**src/rtl/datapath_pkg.sv**
```systemverilog
// Shared datapath types plus the writeback arbiter's source enum and buffered entry format.
package datapath_pkg;

   localparam int WORD_W = 32;
   localparam int REG_W  = 5;

   typedef logic [WORD_W-1:0] word_t;
   typedef logic [REG_W-1:0]  regbits_t;

   typedef enum logic {
      WB_SRC_ALU  = 1'b0,
      WB_SRC_LOAD = 1'b1
   } wb_src_t;

   typedef struct packed {
      word_t    wdat;
      regbits_t reg_sel;
      logic     spec;
   } wb_entry_t;

   function automatic wb_src_t wb_other_src(input wb_src_t src);
      return (src == WB_SRC_ALU) ? WB_SRC_LOAD : WB_SRC_ALU;
   endfunction

endpackage

```
**src/rtl/wb_skid_fifo.sv**
```systemverilog
// In-order skid FIFO for one writeback source, with per-entry speculation bits that
// can be cleared (branch resolved correct) or squashed (branch mispredicted).
module wb_skid_fifo
   import datapath_pkg::*;
#(
   parameter int DEPTH = 2
)
(
   input  logic      CLK,
   input  logic      nRST,
   input  logic      i_push,
   input  wb_entry_t i_din,
   output logic      o_ready,
   input  logic      i_pop,
   output wb_entry_t o_head,
   output logic      o_empty,
   input  logic      i_clear_spec,
   input  logic      i_squash_spec
);

   localparam int PW = $clog2(DEPTH);
   localparam int CW = PW + 1;
   localparam logic [CW-1:0] FULL = CW'(DEPTH);

   word_t            r_wdat [DEPTH];
   regbits_t         r_sel  [DEPTH];
   logic [DEPTH-1:0] r_spec;
   logic [PW-1:0]    r_head;
   logic [CW-1:0]    r_count;

   logic          w_accept;
   logic          w_store;
   logic [CW-1:0] w_spec_cnt;
   logic [CW-1:0] w_keep;
   logic [PW-1:0] w_wr_ptr;
   logic [CW-1:0] w_count_nxt;

   assign o_ready  = (r_count != FULL);
   assign o_empty  = (r_count == '0);
   assign o_head   = '{wdat: r_wdat[r_head], reg_sel: r_sel[r_head], spec: r_spec[r_head]};

   // A speculative push that lands on a squash is accepted but never stored.
   assign w_accept = i_push && o_ready;
   assign w_store  = w_accept && !(i_squash_spec && i_din.spec);

   always_comb begin
      w_spec_cnt = '0;
      for (int i = 0; i < DEPTH; i++) begin
         if ((CW'(i) < r_count) && r_spec[r_head + PW'(i)]) begin
            w_spec_cnt = w_spec_cnt + CW'(1);
         end
      end
   end

   // Speculative entries are always the youngest, so a squash just rewinds the tail.
   assign w_keep      = i_squash_spec ? (r_count - w_spec_cnt) : r_count;
   assign w_wr_ptr    = r_head + w_keep[PW-1:0];
   assign w_count_nxt = w_keep - CW'(i_pop) + CW'(w_store);

   always_ff @(posedge CLK or negedge nRST) begin
      if (!nRST) begin
         r_head  <= '0;
         r_count <= '0;
         r_spec  <= '0;
      end else begin
         r_count <= w_count_nxt;
         if (i_pop) begin
            r_head <= r_head + PW'(1);
         end
         if (i_clear_spec || i_squash_spec) begin
            r_spec <= '0;
         end
         if (w_store) begin
            r_spec[w_wr_ptr] <= i_din.spec && !i_clear_spec;
         end
      end
   end

   always_ff @(posedge CLK) begin
      if (w_store) begin
         r_wdat[w_wr_ptr] <= i_din.wdat;
         r_sel[w_wr_ptr]  <= i_din.reg_sel;
      end
   end

endmodule

```
**src/rtl/writeback_arbiter.sv**
```systemverilog
// Round-robin arbiter sharing the register-file write port between ALU and load unit.
// Optional WB_ARB_PERF_EN adds a saturating conflict_cnt of cycles with both heads eligible.
module writeback_arbiter
   import datapath_pkg::*;
#(
   parameter int DEPTH = 2,
   parameter int DW    = 32,
   parameter int RW    = 5
)
(
   input  logic          CLK,
   input  logic          nRST,
   input  logic          alu_valid,
   output logic          alu_ready,
   input  logic [DW-1:0] alu_wdat,
   input  logic [RW-1:0] alu_reg_sel,
   input  logic          alu_spec,
   input  logic          load_valid,
   output logic          load_ready,
   input  logic [DW-1:0] load_wdat,
   input  logic [RW-1:0] load_reg_sel,
   input  logic          branch_mispredict,
   input  logic          branch_correct,
   output logic          wb_wen,
   output logic [RW-1:0] wb_sel,
   output logic [DW-1:0] wb_wdat
`ifdef WB_ARB_PERF_EN
   ,
   output logic [31:0]   conflict_cnt
`endif
);

   wb_entry_t w_alu_din;
   wb_entry_t w_load_din;
   wb_entry_t w_alu_head;
   wb_entry_t w_load_head;
   logic      w_alu_empty;
   logic      w_load_empty;
   logic      w_alu_pop;
   logic      w_load_pop;
   logic      w_alu_elig;
   logic      w_load_elig;
   logic      w_both;
   logic      w_clear_spec;
   logic      w_grant;
   wb_src_t   w_grant_src;
   wb_src_t   w_last_nxt;
   regbits_t  w_grant_sel;
   word_t     w_grant_wdat;

   wb_src_t       r_last_grant;
   logic          r_wb_wen;
   logic [RW-1:0] r_wb_sel;
   logic [DW-1:0] r_wb_wdat;

   assign w_alu_din  = '{wdat: word_t'(alu_wdat), reg_sel: regbits_t'(alu_reg_sel), spec: alu_spec};
   assign w_load_din = '{wdat: word_t'(load_wdat), reg_sel: regbits_t'(load_reg_sel), spec: 1'b0};

   // Mispredict takes priority when both resolutions arrive together.
   assign w_clear_spec = branch_correct && !branch_mispredict;

   wb_skid_fifo #(.DEPTH(DEPTH)) u_alu_fifo (
      .CLK           (CLK),
      .nRST          (nRST),
      .i_push        (alu_valid),
      .i_din         (w_alu_din),
      .o_ready       (alu_ready),
      .i_pop         (w_alu_pop),
      .o_head        (w_alu_head),
      .o_empty       (w_alu_empty),
      .i_clear_spec  (w_clear_spec),
      .i_squash_spec (branch_mispredict)
   );

   wb_skid_fifo #(.DEPTH(DEPTH)) u_load_fifo (
      .CLK           (CLK),
      .nRST          (nRST),
      .i_push        (load_valid),
      .i_din         (w_load_din),
      .o_ready       (load_ready),
      .i_pop         (w_load_pop),
      .o_head        (w_load_head),
      .o_empty       (w_load_empty),
      .i_clear_spec  (1'b0),
      .i_squash_spec (1'b0)
   );

   assign w_alu_elig  = !w_alu_empty && !w_alu_head.spec;
   assign w_load_elig = !w_load_empty && !w_load_head.spec;
   assign w_both      = w_alu_elig && w_load_elig;

   // last_grant only moves when there was a real contest between the two heads.
   always_comb begin
      w_grant     = 1'b0;
      w_grant_src = WB_SRC_ALU;
      w_last_nxt  = r_last_grant;
      if (w_both) begin
         w_grant     = 1'b1;
         w_grant_src = wb_other_src(r_last_grant);
         w_last_nxt  = w_grant_src;
      end else if (w_alu_elig) begin
         w_grant     = 1'b1;
         w_grant_src = WB_SRC_ALU;
      end else if (w_load_elig) begin
         w_grant     = 1'b1;
         w_grant_src = WB_SRC_LOAD;
      end
   end

   assign w_alu_pop    = w_grant && (w_grant_src == WB_SRC_ALU);
   assign w_load_pop   = w_grant && (w_grant_src == WB_SRC_LOAD);
   assign w_grant_sel  = (w_grant_src == WB_SRC_ALU) ? w_alu_head.reg_sel : w_load_head.reg_sel;
   assign w_grant_wdat = (w_grant_src == WB_SRC_ALU) ? w_alu_head.wdat : w_load_head.wdat;

   always_ff @(posedge CLK or negedge nRST) begin
      if (!nRST) begin
         r_last_grant <= WB_SRC_LOAD;
         r_wb_wen     <= 1'b0;
         r_wb_sel     <= '0;
         r_wb_wdat    <= '0;
      end else begin
         r_last_grant <= w_last_nxt;
         r_wb_wen     <= w_grant && (w_grant_sel != '0);
         if (w_grant) begin
            r_wb_sel  <= RW'(w_grant_sel);
            r_wb_wdat <= DW'(w_grant_wdat);
         end
      end
   end

   assign wb_wen  = r_wb_wen;
   assign wb_sel  = r_wb_sel;
   assign wb_wdat = r_wb_wdat;

`ifdef WB_ARB_PERF_EN
   logic [31:0] r_conflict_cnt;

   always_ff @(posedge CLK or negedge nRST) begin
      if (!nRST) begin
         r_conflict_cnt <= '0;
      end else if (w_both && (r_conflict_cnt != 32'hFFFF_FFFF)) begin
         r_conflict_cnt <= r_conflict_cnt + 32'd1;
      end
   end

   assign conflict_cnt = r_conflict_cnt;
`endif

endmodule

```
**config.mk**
```make
export PLATFORM = sky130hd
export DESIGN_NAME = writeback_arbiter
export DESIGN_NICKNAME = d
export VERILOG_FILES = /design/src/rtl/datapath_pkg.sv /design/src/rtl/wb_skid_fifo.sv /design/src/rtl/writeback_arbiter.sv
export SDC_FILE = /design/constraint.sdc
export NUM_CORES = 1
export LEC_CHECK = 0
export CAP_MARGIN = 20
export CORE_UTILIZATION = 50
export DETAILED_ROUTE_END_ITERATION = 8
export PLACE_DENSITY = 0.77
export SLEW_MARGIN = 15
export SYNTH_ARGS = -nofsm -noshare
export SYNTH_HDL_FRONTEND = slang
export SYNTH_SLANG_ARGS = --single-unit
export TNS_END_PERCENT = 20
```
**constraint.sdc**
```tcl
create_clock -name CLK -period 7 [get_ports CLK]
set_input_delay 2.1 -clock CLK [delete_from_list [all_inputs] [get_ports CLK]]
set_output_delay 2.1 -clock CLK [all_outputs]
set_load 0.02 [all_outputs]
```
* Yosys cells after proc, flatten, opt, wreduce, memory -nomap -nowiden *
Memories as Yosys holds them, arrays and structs flattened.
Index checks and enable logic that the tools add are counted.

word-level totals
  bits in registers = 49
  bits of input ports = 81
  memories kept = 4
  word-level logic and storage cells = 93
  memory bits (writable) = 148
  output and inout bits = 40

cells by class
  $lt $le $gt $ge = 9
  add/sub/neg operators = 10
  reductions and logical operators = 27
  bitwise operators = 3
  multiplexer cells = 28
  equal/unequal tests = 2

memory list
  name                depth  width  rd ports  clocked after Yosys merged registers in  write ports  RTL line            RTL
  u_alu_fifo.r_wdat   2      32     1         0                                        1            wb_skid_fifo.sv:25  word_t r_wdat [DEPTH];
  u_load_fifo.r_wdat  2      32     1         0                                        1            wb_skid_fifo.sv:25
  u_alu_fifo.r_sel    2      5      1         0                                        1            wb_skid_fifo.sv:26  regbits_t r_sel [DEPTH];
  u_load_fifo.r_sel   2      5      1         0                                        1            wb_skid_fifo.sv:26

operators by type and width
  operator               number
  $mux W32               1
  $mux W1                19
  $logic_and A1 B1 Y1    16
  $lt A1 B2 Y1 const B   5
  $mux W2                4
  $logic_not A1 Y1       7
  $mux W5                1
  $reduce_bool A5 Y1     1
  $add A2 B1 Y2          2
  $logic_not A2 Y1       2
  $lt A1 B2 Y1 const A   2
  $ne A2 B2 Y1 const B   2
  $sub A2 B1 Y2          2
  $add A1 B1 Y1          2
  $add A1 B1 Y1 const B  2
  $add A1 B1 Y2 const B  1
  $and A2 B2 Y2          1
  $bwmux W2              1
  $demux W1 S1           2
  $ge A1 B1 Y1 const B   2
  $not A2 Y2             1
  $sub A2 B2 Y2          1
  $logic_or A1 B1 Y1     1
  $not A1 Y1             1

* Depth between registers and ports, before layout *
  word-level depth = 15
  mapped depth = 13
  mapped depth without buffers = 10

* Cells and area by module *
Synthesis repeated with hierarchy kept, for this count alone.

unflattened totals
  cell total of the unflattened synthesis = 488
  area total of the unflattened synthesis = 8001.4 um^2

modules (own cells, without submodules)
  module             area each (um^2)  instances  sequential area each (um^2)  cells an instance
  wb_skid_fifo       3101.7            2          2347.3                       166
  writeback_arbiter  1798.0            1          977.2                        156

* Worst setup path after synthesis *
OpenSTA, ideal clock, no wires.

  path type = input to register
  start point = in branch_mispredict
  end point = mem u_alu_fifo.r_sel[0][0] in the netlist's numbering (enable)
  arrival time = 5.144 ns
  data required time = 6.518 ns
  path buffers = 0
  stages = 3
  slack = 1.374 ns
  path through = or2_1 and3_1 nor3_1

on the way
  cells in the longest elaborated chain, start to end = 5

ends and longest elaborated chain
  item                           RTL line                 RTL
  start, declared                writeback_arbiter.sv:22  input logic branch_mispredict,
  $logic_and A1 B1 Y1            wb_skid_fifo.sv:44       assign w_store = w_accept && !(i_squash_spec && i_din.spec);
  $logic_not A1 Y1               wb_skid_fifo.sv:44
  $logic_and A1 B1 Y1            wb_skid_fifo.sv:44
  $mux W1                        wb_skid_fifo.sv:80       if (w_store) begin
  $mux W1 (implied by the code)  wb_skid_fifo.sv:82       r_sel[w_wr_ptr] <= i_din.reg_sel;
  end, declared                  wb_skid_fifo.sv:26

Several ways; a longest one is shown, not always the timed one.

* Worst setup path in the final report *
  start point = in branch_mispredict
  end point = mem u_alu_fifo.r_wdat[0][22] in the netlist's numbering (enable)

on the way
  cells in the longest elaborated chain, start to end = 5

ends and longest elaborated chain
  item                           RTL line            RTL
  $logic_and A1 B1 Y1            wb_skid_fifo.sv:44
  $logic_not A1 Y1               wb_skid_fifo.sv:44
  $logic_and A1 B1 Y1            wb_skid_fifo.sv:44
  $mux W1                        wb_skid_fifo.sv:80
  $mux W1 (implied by the code)  wb_skid_fifo.sv:81  r_wdat[w_wr_ptr] <= i_din.wdat;
  end, declared                  wb_skid_fifo.sv:25

Several ways; a longest one is shown, not always the timed one.

==> results.py <==
metrics = {
    "timing": {
        "clock.fmax_ghz": 0.258,
        "tightest_slew_ns": 1.02,
        "hold_viol": 0,
        "skew_ns": 0.00952,
        "setup_violations": 0,
        "drv_slew": 0,
        "rsz0062_at_grt": "no",
        "fin_crit_sh": 0.553,
        "fin_crit_ns": 3.87,
        "tns_ns": 0,
        "relSlewSlack": 0.317,
    },
    "finish": {
        "fin_util": 0.635,
        "area_growth_pct": 23.5,
        "layout_commonest_cell": "edfxtp_1",
        "drive_gt1_frac": 0.137,
        "mostFrequentLayoutCells": "edfxtp_1 (148), clkdlybuf4s50_1 (119), mux2i_1 (79), dfrtp_1 (46), nand3_1 (39)",
        "insertedDiodeCount": 0,
        "layout.nets": 726,
        "multi_input_area_sq_um": 2310,
        "fillers": 1151,
        "regArea_sq_um": 5670,
        "final_area_sq_um": 10100,
    },
    "synth": {
        "synth.distinct_cells": 35,
        "avgSynthCellArea_sq_um": 15.5,
        "syn_nets": 616,
        "synth_area_leaders": "edfxtp_1 (54%), dfrtp_1 (15%), mux2i_1 (9.8%), a32o_1 (4.4%), a21oi_2 (3.8%)",
        "yosysTopAreaCell": "edfxtp_1",
        "syn_area_sq_um": 8200,
        "yosysTopAreaCellShare": 0.542,
        "synth_warnings": 0,
        "seq_area_frac_synth": 0.692,
        "syn_inst": 529,
        "synth_seq_cells": 197,
    },
    "placement": {
        "gp_congestion": 0.806,
        "port_buffers": 120,
        "hpwlAfterDp_microns": 10600,
        "dpl_cell_area_sq_um": 9540,
    },
    "clock_network": {
        "post-cts-setup-buffers": 0,
        "numCtsBuffers": 17,
        "clk_path_buf_depth": 2,
        "cts_tree": "built",
        "clk_latency_ns": 0.43,
        "cts_root_buffer": "clkbuf_16",
        "clkTransAtPathRegs_ns": 0.06,
        "htreeDepth": 4,
        "cts_resized": 0,
        "hold_buffers": 0,
        "clock-sinks": 197,
    },
    "detailed_routing": {
        "first_pass_iters": 5,
        "avgRoutedWirePerCell_microns": 20.3,
        "drt_wl_total_microns": 17700,
        "ant_nets": 0,
        "vias": 5031,
        "drt_iter0_drc": 290,
        "via_per_inst": 5.80,
        "drc": 0,
    },
    "floorplanning": {
        "initial_utilization": 0.514,
        "die_area_sq_um": 16900,
        "io_pins": 121,
        "row_count": 46,
        "core_area_sq_um": 15900,
        "die_h_microns": 130,
        "die_w_microns": 130,
    },
    "power": {
        "switchingPower_w": 0.00179,
        "ir_drop_uv": 252,
        "seq_power_share": 0.388,
        "p_per_area_nw_per_um2": 480,
        "p_leak_nw": 3.70,
        "combinationalPowerShare": 0.418,
        "p_int_w": 0.00307,
        "power_w": 0.00486,
        "p_clk_frac": 0.195,
        "switching_share": 0.368,
    },
    "status": {
        "status": "complete, no violations",
    },
    "grt": {
        "antenna_found_initial": 0,
        "overflow": 0,
        "grt_pass1_wl_microns": 27200,
        "grt_pass1_vias": 5262,
        "grt_usage": 0.221,
        "grt_max_degree": 75,
    },
    "critical_path": {
        "start_kind": "input pin",
        "path_class": "in -> reg",
        "crit_fanout": 23,
        "crit_arrival_ns": 3.97,
        "end_kind": "flop",
        "required_ns": 7.10,
    },
    "hold_path": {
        "hp-class": "reg -> reg",
    },
    "job": {
        "maxCapViolations": 0,
    },
}
metal layers:
layer / routed length, microns / track usage / share of wire
met1: 7470 / 0.280 / 0.42
met2: 8750 / 0.375 / 0.50
met3: 1150 / 0.0459 / 0.065
met4: 288 / 0.0828 / 0.016
met5: 0 / 0 / 0
worst paths after layout:
path | from | end | slack [ns] | depth (start not counted)
setup / recovery | branch_mispredict | u_alu_fifo.r_wdat[0][22] | 3.13 | 5
hold / removal | u_load_fifo.r_spec[0] | u_load_fifo.r_spec[0] | 0.51 | 1
setup reg to reg | u_alu_fifo.r_head | u_alu_fifo.r_wdat[0][22] | 3.84 | 8
hold reg to reg | u_load_fifo.r_spec[0] | u_load_fifo.r_spec[0] | 0.51 | 1
max in group asynchronous | nRST | u_alu_fifo.r_head | 4.67 | 2
min in group asynchronous | nRST | wb_wdat[25] | 1.81 | 2
power groups by stage:
stage	logic [W]	clock network [W]	registers, W
4_1_cts	0.00204	0.000959	0.00188
6_report	0.00203	0.000946	0.00188
2_1_floorplan	0.00139	0	0.00193
3_3_place_gp	0.00194	0	0.00189
3_5_place_dp	0.00202	0	0.00190
5_1_grt	0.00220	0.00101	0.00192
synth_stat cells, drive strengths merged:
master	number
and2	4
or4	1
or2	3
o21ba	1
o21ai	39
mux2	2
o2bb2ai	3
and3	1
dfstp	1
buf	29
o211a	1
nor4	3
clkbuf	9
a21oi	39
nor2	4
nand3	39
nor3	1
ha	6
xnor2	7
mux2i	80
xor2	2
inv	6
edfxtp	148
nand2	11
a32o	36
nand2b	2
dfrtp	48
nor2b	3
final cells by class:
| type | count | area share |
|---|---|---|
| inverters | 6 | 0.00222 |
| clock buffers | 23 | 0.0462 |
| multi-input cells | 288 | 0.228 |
| well taps | 216 | 0.0267 |
| repair buffers | 129 | 0.126 |
| flip-flops and latches | 197 | 0.560 |
| clock inverters | 9 | 0.0104 |
through the flow:
step | hold WS [ns] | setup WS (ns) | cells
after floorplan | 0.459 | 1.37 | 529
after detailed placement | 0.496 | 2.49 | 835
after global placement | 0.479 | 2.19 | 834
final | 0.508 | 3.13 | 868
after CTS | 0.509 | 2.94 | 867
after global routing | 0.527 | 3.02 | 868
cells by family (layout without fill, tap and decap cells):
| family | count (synthesis) | after routing | share of synthesized area |
|---|---|---|---|
| mux | 82 | 82 | 0.101 |
| fa+ha+maj | 6 | 6 | 0.00915 |
| compound gates | 119 | 119 | 0.115 |
| flops | 197 | 197 | 0.692 |
| buf+inv | 44 | 167 | 0.0294 |
| xor+xnor | 9 | 9 | 0.00961 |
| simple gates | 72 | 72 | 0.0447 |
state kept, by name (all words and copies together), names as in the netlist, 2 cells and up:
signal	flops
u_alu_fifo.r_sel	10
u_load_fifo.r_count	2
u_alu_fifo.r_spec	2
wb_wdat	32
wb_sel	5
u_alu_fifo.r_wdat	64
u_load_fifo.r_wdat	64
u_load_fifo.r_sel	10
u_load_fifo.r_spec	2
u_alu_fifo.r_count	2
worst max-delay path, stage by stage:
cell and delay [ns]:
clkdlybuf4s50_1 0.52, or2_1 0.30, and3_1 0.20, nor3_2 0.42
buf_4 0.42
No activity file was read; power rests on OpenSTA's default activity.
